$ cat config.mk
export PLATFORM = sky130hd
export DESIGN_NAME = fft_output_reorder
export DESIGN_NICKNAME = d
export VERILOG_FILES = /design/src/rtl/fft_output_reorder_pkg.sv /design/src/rtl/fft_pingpong_bank.sv /design/src/rtl/fft_output_reorder.sv
export SDC_FILE = /design/constraint.sdc
export NUM_CORES = 1
export LEC_CHECK = 0
export CORE_MARGIN = 4
export CORE_UTILIZATION = 51
export CTS_BUF_LIST = sky130_fd_sc_hd__clkbuf_4 sky130_fd_sc_hd__clkbuf_8 sky130_fd_sc_hd__clkbuf_16
export DETAILED_ROUTE_END_ITERATION = 16
export DONT_BUFFER_PORTS = 1
export PLACE_DENSITY = 0.75
export SKIP_CTS_REPAIR_TIMING = 1
export SYNTH_ARGS = -nofsm -noshare
export SYNTH_HDL_FRONTEND = slang
export SYNTH_SLANG_ARGS = --single-unit
$ cat constraint.sdc
create_clock -name clk -period 10.55 [get_ports clk]
set_clock_uncertainty 0.05 [all_clocks]
set_input_delay 2.11 -clock clk [delete_from_list [all_inputs] [get_ports clk]]
set_output_delay 2.11 -clock clk [all_outputs]
set_load 0.01 [all_outputs]
$ cat src/rtl/fft_output_reorder_pkg.sv
// Shared FFT definitions: default datapath sizes, read FSM states and the
// bit-reversal helper used to turn SDF output order into natural order.
package fft_output_reorder_pkg;

   localparam int DEFAULT_WIDTH = 16;
   localparam int DEFAULT_N     = 16;

   // Widest index the bit-reversal helper supports (FFT sizes up to 64K points).
   localparam int BITREV_MAX    = 16;

   typedef enum logic {
      IDLE,
      READ
   } rd_state_t;

   // Reverses the low 'bits' bits of 'value'. The whole word is mirrored first
   // and then shifted down, so the loop bounds stay constant for synthesis.
   function automatic logic [BITREV_MAX-1:0] bitrev(input logic [BITREV_MAX-1:0] value,
                                                    input int bits);
      logic [BITREV_MAX-1:0] flipped;
      for (int i = 0; i < BITREV_MAX; i++) begin
         flipped[i] = value[BITREV_MAX-1-i];
      end
      return flipped >> (BITREV_MAX - bits);
   endfunction

endpackage

$ cat src/rtl/fft_pingpong_bank.sv
// Two N-entry complex sample banks. One synchronous write port and one
// combinational read port, each selecting its own bank, so one frame can
// fill while the other drains. Contents have no reset.
module fft_pingpong_bank
   import fft_output_reorder_pkg::*;
#(
   parameter int WIDTH = DEFAULT_WIDTH,
   parameter int N     = DEFAULT_N,
   localparam int LOG2N = $clog2(N)
) (
   input  logic                 clk,
   input  logic                 wr_en,
   input  logic                 wr_bank,
   input  logic [LOG2N-1:0]     wr_addr,
   input  logic [2*WIDTH-1:0]   wr_data,
   input  logic                 rd_bank,
   input  logic [LOG2N-1:0]     rd_addr,
   output logic [2*WIDTH-1:0]   rd_data
);

   logic [2*WIDTH-1:0] mem [2][N];

   // Store one packed {re, im} sample into the selected bank.
   always_ff @(posedge clk) begin
      if (wr_en) begin
         mem[wr_bank][wr_addr] <= wr_data;
      end
   end

   assign rd_data = mem[rd_bank][rd_addr];

endmodule

$ cat src/rtl/fft_output_reorder.sv
// Output reorder stage for the radix-2^2 SDF FFT. Samples arrive in
// bit-reversed order and are scattered into a ping-pong bank; a full bank is
// then read out sequentially, giving natural-order bins with an index tag and
// an end-of-frame flag. Back-to-back frames stream without gaps.
module fft_output_reorder
   import fft_output_reorder_pkg::*;
#(
   parameter int WIDTH = DEFAULT_WIDTH,
   parameter int N     = DEFAULT_N,
   localparam int LOG2N = $clog2(N)
) (
   input  logic                    clk,
   input  logic                    rst,
   input  logic                    Enable,
   input  logic                    In_Valid,
   input  logic signed [WIDTH-1:0] In_Re,
   input  logic signed [WIDTH-1:0] In_Im,
   output logic                    Out_Valid,
   output logic signed [WIDTH-1:0] Out_Re,
   output logic signed [WIDTH-1:0] Out_Im,
   output logic [LOG2N-1:0]        Out_Index,
   output logic                    Out_Last
);

   localparam logic [LOG2N-1:0] LAST_IDX = LOG2N'(N - 1);

   rd_state_t          state;
   logic [LOG2N-1:0]   wr_cnt;
   logic [LOG2N-1:0]   wr_addr;
   logic               wr_bank;
   logic               wr_en;
   logic               wr_last;
   logic [1:0]         full;
   logic [1:0]         full_next;
   logic [LOG2N-1:0]   rd_cnt;
   logic [LOG2N-1:0]   rd_addr;
   logic               rd_bank;
   logic               rd_last;
   logic               sel_bank;
   logic               port_bank;
   logic               other_bank;
   logic               other_ready;
   logic [2*WIDTH-1:0] rd_data;

   assign wr_en   = Enable && In_Valid && !rst;
   assign wr_last = wr_en && (wr_cnt == LAST_IDX);
   assign wr_addr = LOG2N'(bitrev(BITREV_MAX'(wr_cnt), LOG2N));

   assign rd_last     = (state == READ) && (rd_cnt == LAST_IDX);
   assign sel_bank    = (full == 2'b11) ? ~wr_bank : full[1];
   assign port_bank   = (state == IDLE) ? sel_bank : rd_bank;
   assign rd_addr     = (state == IDLE) ? '0 : rd_cnt;
   assign other_bank  = ~rd_bank;
   assign other_ready = full[other_bank] || (wr_last && (wr_bank == other_bank));

   // Next full flags: a completed write marks its bank, and draining the last
   // bin frees the read bank; the read takes priority on a collision.
   always_comb begin
      full_next = full;
      if (wr_last) begin
         full_next[wr_bank] = 1'b1;
      end
      if (rd_last) begin
         full_next[rd_bank] = 1'b0;
      end
   end

   // Write side: advance the input counter and flip banks on each completed frame.
   always_ff @(posedge clk) begin
      if (rst || !Enable) begin
         wr_cnt  <= '0;
         wr_bank <= 1'b0;
         full    <= '0;
      end else begin
         full <= full_next;
         if (wr_en) begin
            wr_cnt <= wr_cnt + LOG2N'(1);
            if (wr_last) begin
               wr_bank <= ~wr_bank;
            end
         end
      end
   end

   // Read FSM: start on any full bank, emit N contiguous bins, then chain
   // straight into the other bank if it is ready or go back to idle.
   always_ff @(posedge clk) begin
      if (rst || !Enable) begin
         state     <= IDLE;
         rd_cnt    <= '0;
         rd_bank   <= 1'b0;
         Out_Valid <= 1'b0;
         Out_Re    <= '0;
         Out_Im    <= '0;
         Out_Index <= '0;
         Out_Last  <= 1'b0;
      end else begin
         case (state)
            IDLE: begin
               if (|full) begin
                  state     <= READ;
                  rd_bank   <= sel_bank;
                  rd_cnt    <= LOG2N'(1);
                  Out_Valid <= 1'b1;
                  Out_Re    <= rd_data[2*WIDTH-1:WIDTH];
                  Out_Im    <= rd_data[WIDTH-1:0];
                  Out_Index <= '0;
                  Out_Last  <= 1'b0;
               end else begin
                  Out_Valid <= 1'b0;
                  Out_Last  <= 1'b0;
               end
            end
            READ: begin
               Out_Valid <= 1'b1;
               Out_Re    <= rd_data[2*WIDTH-1:WIDTH];
               Out_Im    <= rd_data[WIDTH-1:0];
               Out_Index <= rd_cnt;
               Out_Last  <= (rd_cnt == LAST_IDX);
               rd_cnt    <= rd_cnt + LOG2N'(1);
               if (rd_last) begin
                  if (other_ready) begin
                     rd_bank <= other_bank;
                  end else begin
                     state <= IDLE;
                  end
               end
            end
            default: begin
               state <= IDLE;
            end
         endcase
      end
   end

   fft_pingpong_bank #(
      .WIDTH (WIDTH),
      .N     (N)
   ) u_bank (
      .clk     (clk),
      .wr_en   (wr_en),
      .wr_bank (wr_bank),
      .wr_addr (wr_addr),
      .wr_data ({In_Re, In_Im}),
      .rd_bank (port_bank),
      .rd_addr (rd_addr),
      .rd_data (rd_data)
   );

endmodule

==> impl_metrics.xml <==
<?xml version="1.0" encoding="UTF-8"?>
<metrics>
  <group name="status">
    <metric name="result_of_the_run" unit="">finished, final reports clean</metric>
  </group>
  <group name="detailed_routing">
    <metric name="number_of_vias_after_detailed_routing" unit="">24520</metric>
    <metric name="first_pass_iters" unit="">9</metric>
    <metric name="drc_errors" unit="">0</metric>
    <metric name="postRouteWirelength" unit="microns">103800</metric>
    <metric name="detailedRoute.firstIterationViolations" unit="">2971</metric>
    <metric name="wire_per_inst" unit="microns">26.41</metric>
    <metric name="vias_per_cell" unit="">6.241</metric>
    <metric name="final_antenna_net_count" unit="">0</metric>
  </group>
  <group name="clock_tree">
    <metric name="root_buffer" unit="">clkbuf_16</metric>
    <metric name="htree_num_levels" unit="">3</metric>
    <metric name="max-clock-path-buffers" unit="">3</metric>
    <metric name="clock_insertion_delay_worst_skew" unit="ns">0.69</metric>
    <metric name="cts_clk_pin_slew_worst_paths" unit="ns">0.06</metric>
    <metric name="tritoncts" unit="">yes</metric>
    <metric name="clock_sinks" unit="">1075</metric>
    <metric name="cts-buffers-inserted" unit="">104</metric>
  </group>
  <group name="grt">
    <metric name="grt_start_max_net_pins" unit="">190</metric>
    <metric name="grt_usage" unit="%">23.74</metric>
    <metric name="grt_overflow" unit="">0</metric>
    <metric name="grt_pass1_vias" unit="">23580</metric>
    <metric name="grt_pass1_wl" unit="microns">153100</metric>
    <metric name="grt_antenna_before_repair" unit="">4</metric>
  </group>
  <group name="timing">
    <metric name="unrepaired_setup_endpoints_after_global_routing" unit="">no</metric>
    <metric name="final_period_minus_worst_setup_slack" unit="ns">4.701</metric>
    <metric name="achievable-frequency" unit="GHz">0.2127</metric>
    <metric name="maxSlewViolCount" unit="">0</metric>
    <metric name="min_period_over_period" unit="%">44.56</metric>
    <metric name="final_sum_of_negative_setup_slack" unit="ns">0</metric>
    <metric name="timing_hold_violations_final" unit="">0</metric>
    <metric name="whs" unit="ns">0.4608</metric>
    <metric name="worst-slew-pin-transition" unit="ns">1.198</metric>
    <metric name="timing.final.setup_violations" unit="">0</metric>
    <metric name="worst_rel_slew_slack" unit="%">19.96</metric>
  </group>
  <group name="finish">
    <metric name="most_common_library_cell_in_the_layout_ignoring_fill_and_taps" unit="">edfxtp_1</metric>
    <metric name="synthToLayoutAreaGrowth" unit="%">11.10</metric>
    <metric name="n_fill_cell" unit="">5966</metric>
    <metric name="num_antenna_cells" unit="">0</metric>
    <metric name="commonest_cells_after_routing_fill_and_taps_aside" unit="">edfxtp_1, nand2_1, a21oi_1, clkbuf_16, nand3_1</metric>
    <metric name="finalNetCount" unit="">2819</metric>
    <metric name="drive_above_1_share" unit="%">10.04</metric>
  </group>
  <group name="logic_synthesis">
    <metric name="ys_seq_elements" unit="">1075</metric>
    <metric name="yosys_warns" unit="">0</metric>
    <metric name="syn_nets" unit="">2878</metric>
    <metric name="proportion_of_register_bits_with_asynchronous_set_or_reset_after_synthesis" unit="%">0</metric>
    <metric name="synth_cell_types" unit="">46</metric>
    <metric name="synthesis.instances" unit="">2837</metric>
    <metric name="post_synth.cell_area_avg" unit="sq um">14.67</metric>
    <metric name="post_synthesis_cell_area" unit="sq um">41620</metric>
    <metric name="synth_sequential_area_ratio" unit="%">76.33</metric>
    <metric name="edff_count_synth" unit="">1024</metric>
    <metric name="ys_dominant_reg_cell" unit="">edfxtp_1</metric>
  </group>
  <group name="floorplan">
    <metric name="placement_rows" unit="">104</metric>
    <metric name="effective_utilization_at_floorplan" unit="%">51.59</metric>
    <metric name="die_height" unit="microns">293.7</metric>
    <metric name="ios" unit="">74</metric>
    <metric name="dieWidth" unit="microns">293.7</metric>
    <metric name="floorplan.core_area" unit="sq um">80680</metric>
    <metric name="die_area" unit="sq um">86250</metric>
  </group>
  <group name="worst_setup_path">
    <metric name="cp-startpoint" unit="">Enable</metric>
    <metric name="critical_path.endpoint_type" unit="">flop</metric>
    <metric name="r2r_setup_slack" unit="ns">6.30</metric>
    <metric name="reg2regPathDepth" unit="">8</metric>
    <metric name="r2r_start" unit="">state</metric>
    <metric name="arr_time_crit_path" unit="ns">4.94</metric>
    <metric name="crit_type" unit="">primary input to flop</metric>
    <metric name="critical_path.startpoint_type" unit="">primary input</metric>
    <metric name="worst-path-max-fanout" unit="">38</metric>
    <metric name="timing.critical_path.required" unit="ns">10.79</metric>
  </group>
  <group name="power_and_ir_drop">
    <metric name="share_seq_of_total_power" unit="%">54.6</metric>
    <metric name="cellInternalPower" unit="uW">6931</metric>
    <metric name="power.share.switching" unit="%">19.00</metric>
    <metric name="share_clk_of_total_power" unit="%">45.2</metric>
    <metric name="power_switching" unit="uW">1626</metric>
    <metric name="power_leakage" unit="uW">0.01440</metric>
    <metric name="power.density" unit="nW/um^2">185.0</metric>
    <metric name="power.combinational.fraction" unit="%">0.2</metric>
    <metric name="max-vdd-ir-drop" unit="V">0.0001278</metric>
  </group>
  <group name="job">
    <metric name="timing.max_cap.violations" unit="">0</metric>
  </group>
  <group name="hold_path">
    <metric name="hold_path_class" unit="">flop to flop</metric>
    <metric name="hold_path.startpoint" unit="">Out_Index[3]</metric>
    <metric name="whs_path_cells" unit="">2</metric>
  </group>
  <group name="place">
    <metric name="io_buffers" unit="">0</metric>
    <metric name="gp_congestion" unit="">0.8769</metric>
    <metric name="hpwlAfterDp" unit="microns">60270</metric>
  </group>
</metrics>
[cell type report]
class                      instances  area (sq um)  area share, %
clock buffer                     134          2908          6.288
inverter                           4         15.01        0.03247
tap                             1060          1326          2.868
multi-input combinational       1568          9299          20.11
sequential                      1075         31780          68.72
timing repair buffer              25         200.2         0.4329
clock inverter                    63         714.4          1.545
[power by group through the flow]
stage                     logic [uW]  clock network, uW  registers, uW
after floorplan                 11.3                  0           4770
after detailed placement        19.5                  0           4760
after global placement          19.1                  0           4760
final                           19.8               3860           4670
after global routing            20.7               4060           4670
after CTS                       19.6               3890           4670
[cells in the mapped netlist, types with 35 or more instances]
cell	n	area [sq um]
a211oi_1	64	480.5
nand2_1	556	2087
nand3_1	102	510.5
a21oi_1	295	1476
dfxtp_1	51	1021
a311oi_1	64	560.5
nor2_1	88	330.3
buf_2	59	295.3
a31oi_1	64	400.4
clkbuf_1	96	360.4
edfxtp_1	1024	30750
and2_1	35	219.0
mux2i_1	97	970.9
[final timing paths]
kind / to
hold / removal: Out_Index[3]
setup / recovery: u_bank.mem[0][396]
hold reg to reg: Out_Index[3]
setup reg to reg: Out_Im[1]
[logic make-up after synthesis]
| family | synth area share, % |
|---|---|
| buf+inv | 2.080 |
| compound gates | 8.877 |
| fa+ha+maj | 0.1503 |
| mux | 4.064 |
| xor+xnor | 0.08419 |
| simple gates | 8.414 |
| flops | 76.33 |
[critical path, cell delays in order]
cell	delay, ns
nor2b_4	0.78
nand3_1	0.82
nor2_4	1.18
[layer usage]
metal  part of all wire [%]  global-route usage [%]  up-vias
met1                     38                   31.16    12350
met3                    9.1                   5.102      249
met5                  0.030                       0        -
met2                     48                   38.66     1273
li1                       -                       -    10650
met4                    4.9                   10.49        4
[sequential cells by signal, summed over array words and instances, names as in the netlist]
register and cells:
Out_Index 4, u_bank.mem 1024, rd_bank 1, Out_Re 16, full 2, wr_bank 1, state 1, Out_Im 16
wr_cnt 4, rd_cnt 4, Out_Valid 1, Out_Last 1
[through the flow]
step                cell area (sq um)  power (uW)  utilization [%]  setup WS (ns)  cells
floorplan                       41620        4778                -          5.596   2837
global placement                42620        4784            52.83          5.348   3732
detailed placement              42620        4784            52.83          5.219   3732
CTS                             46240        8579            57.32          5.957   3929
global route                    46240        8747            57.32          5.729   3929
finish                          46240        8557            57.32          5.849   3929
Power figures use the tool's default switching activity.
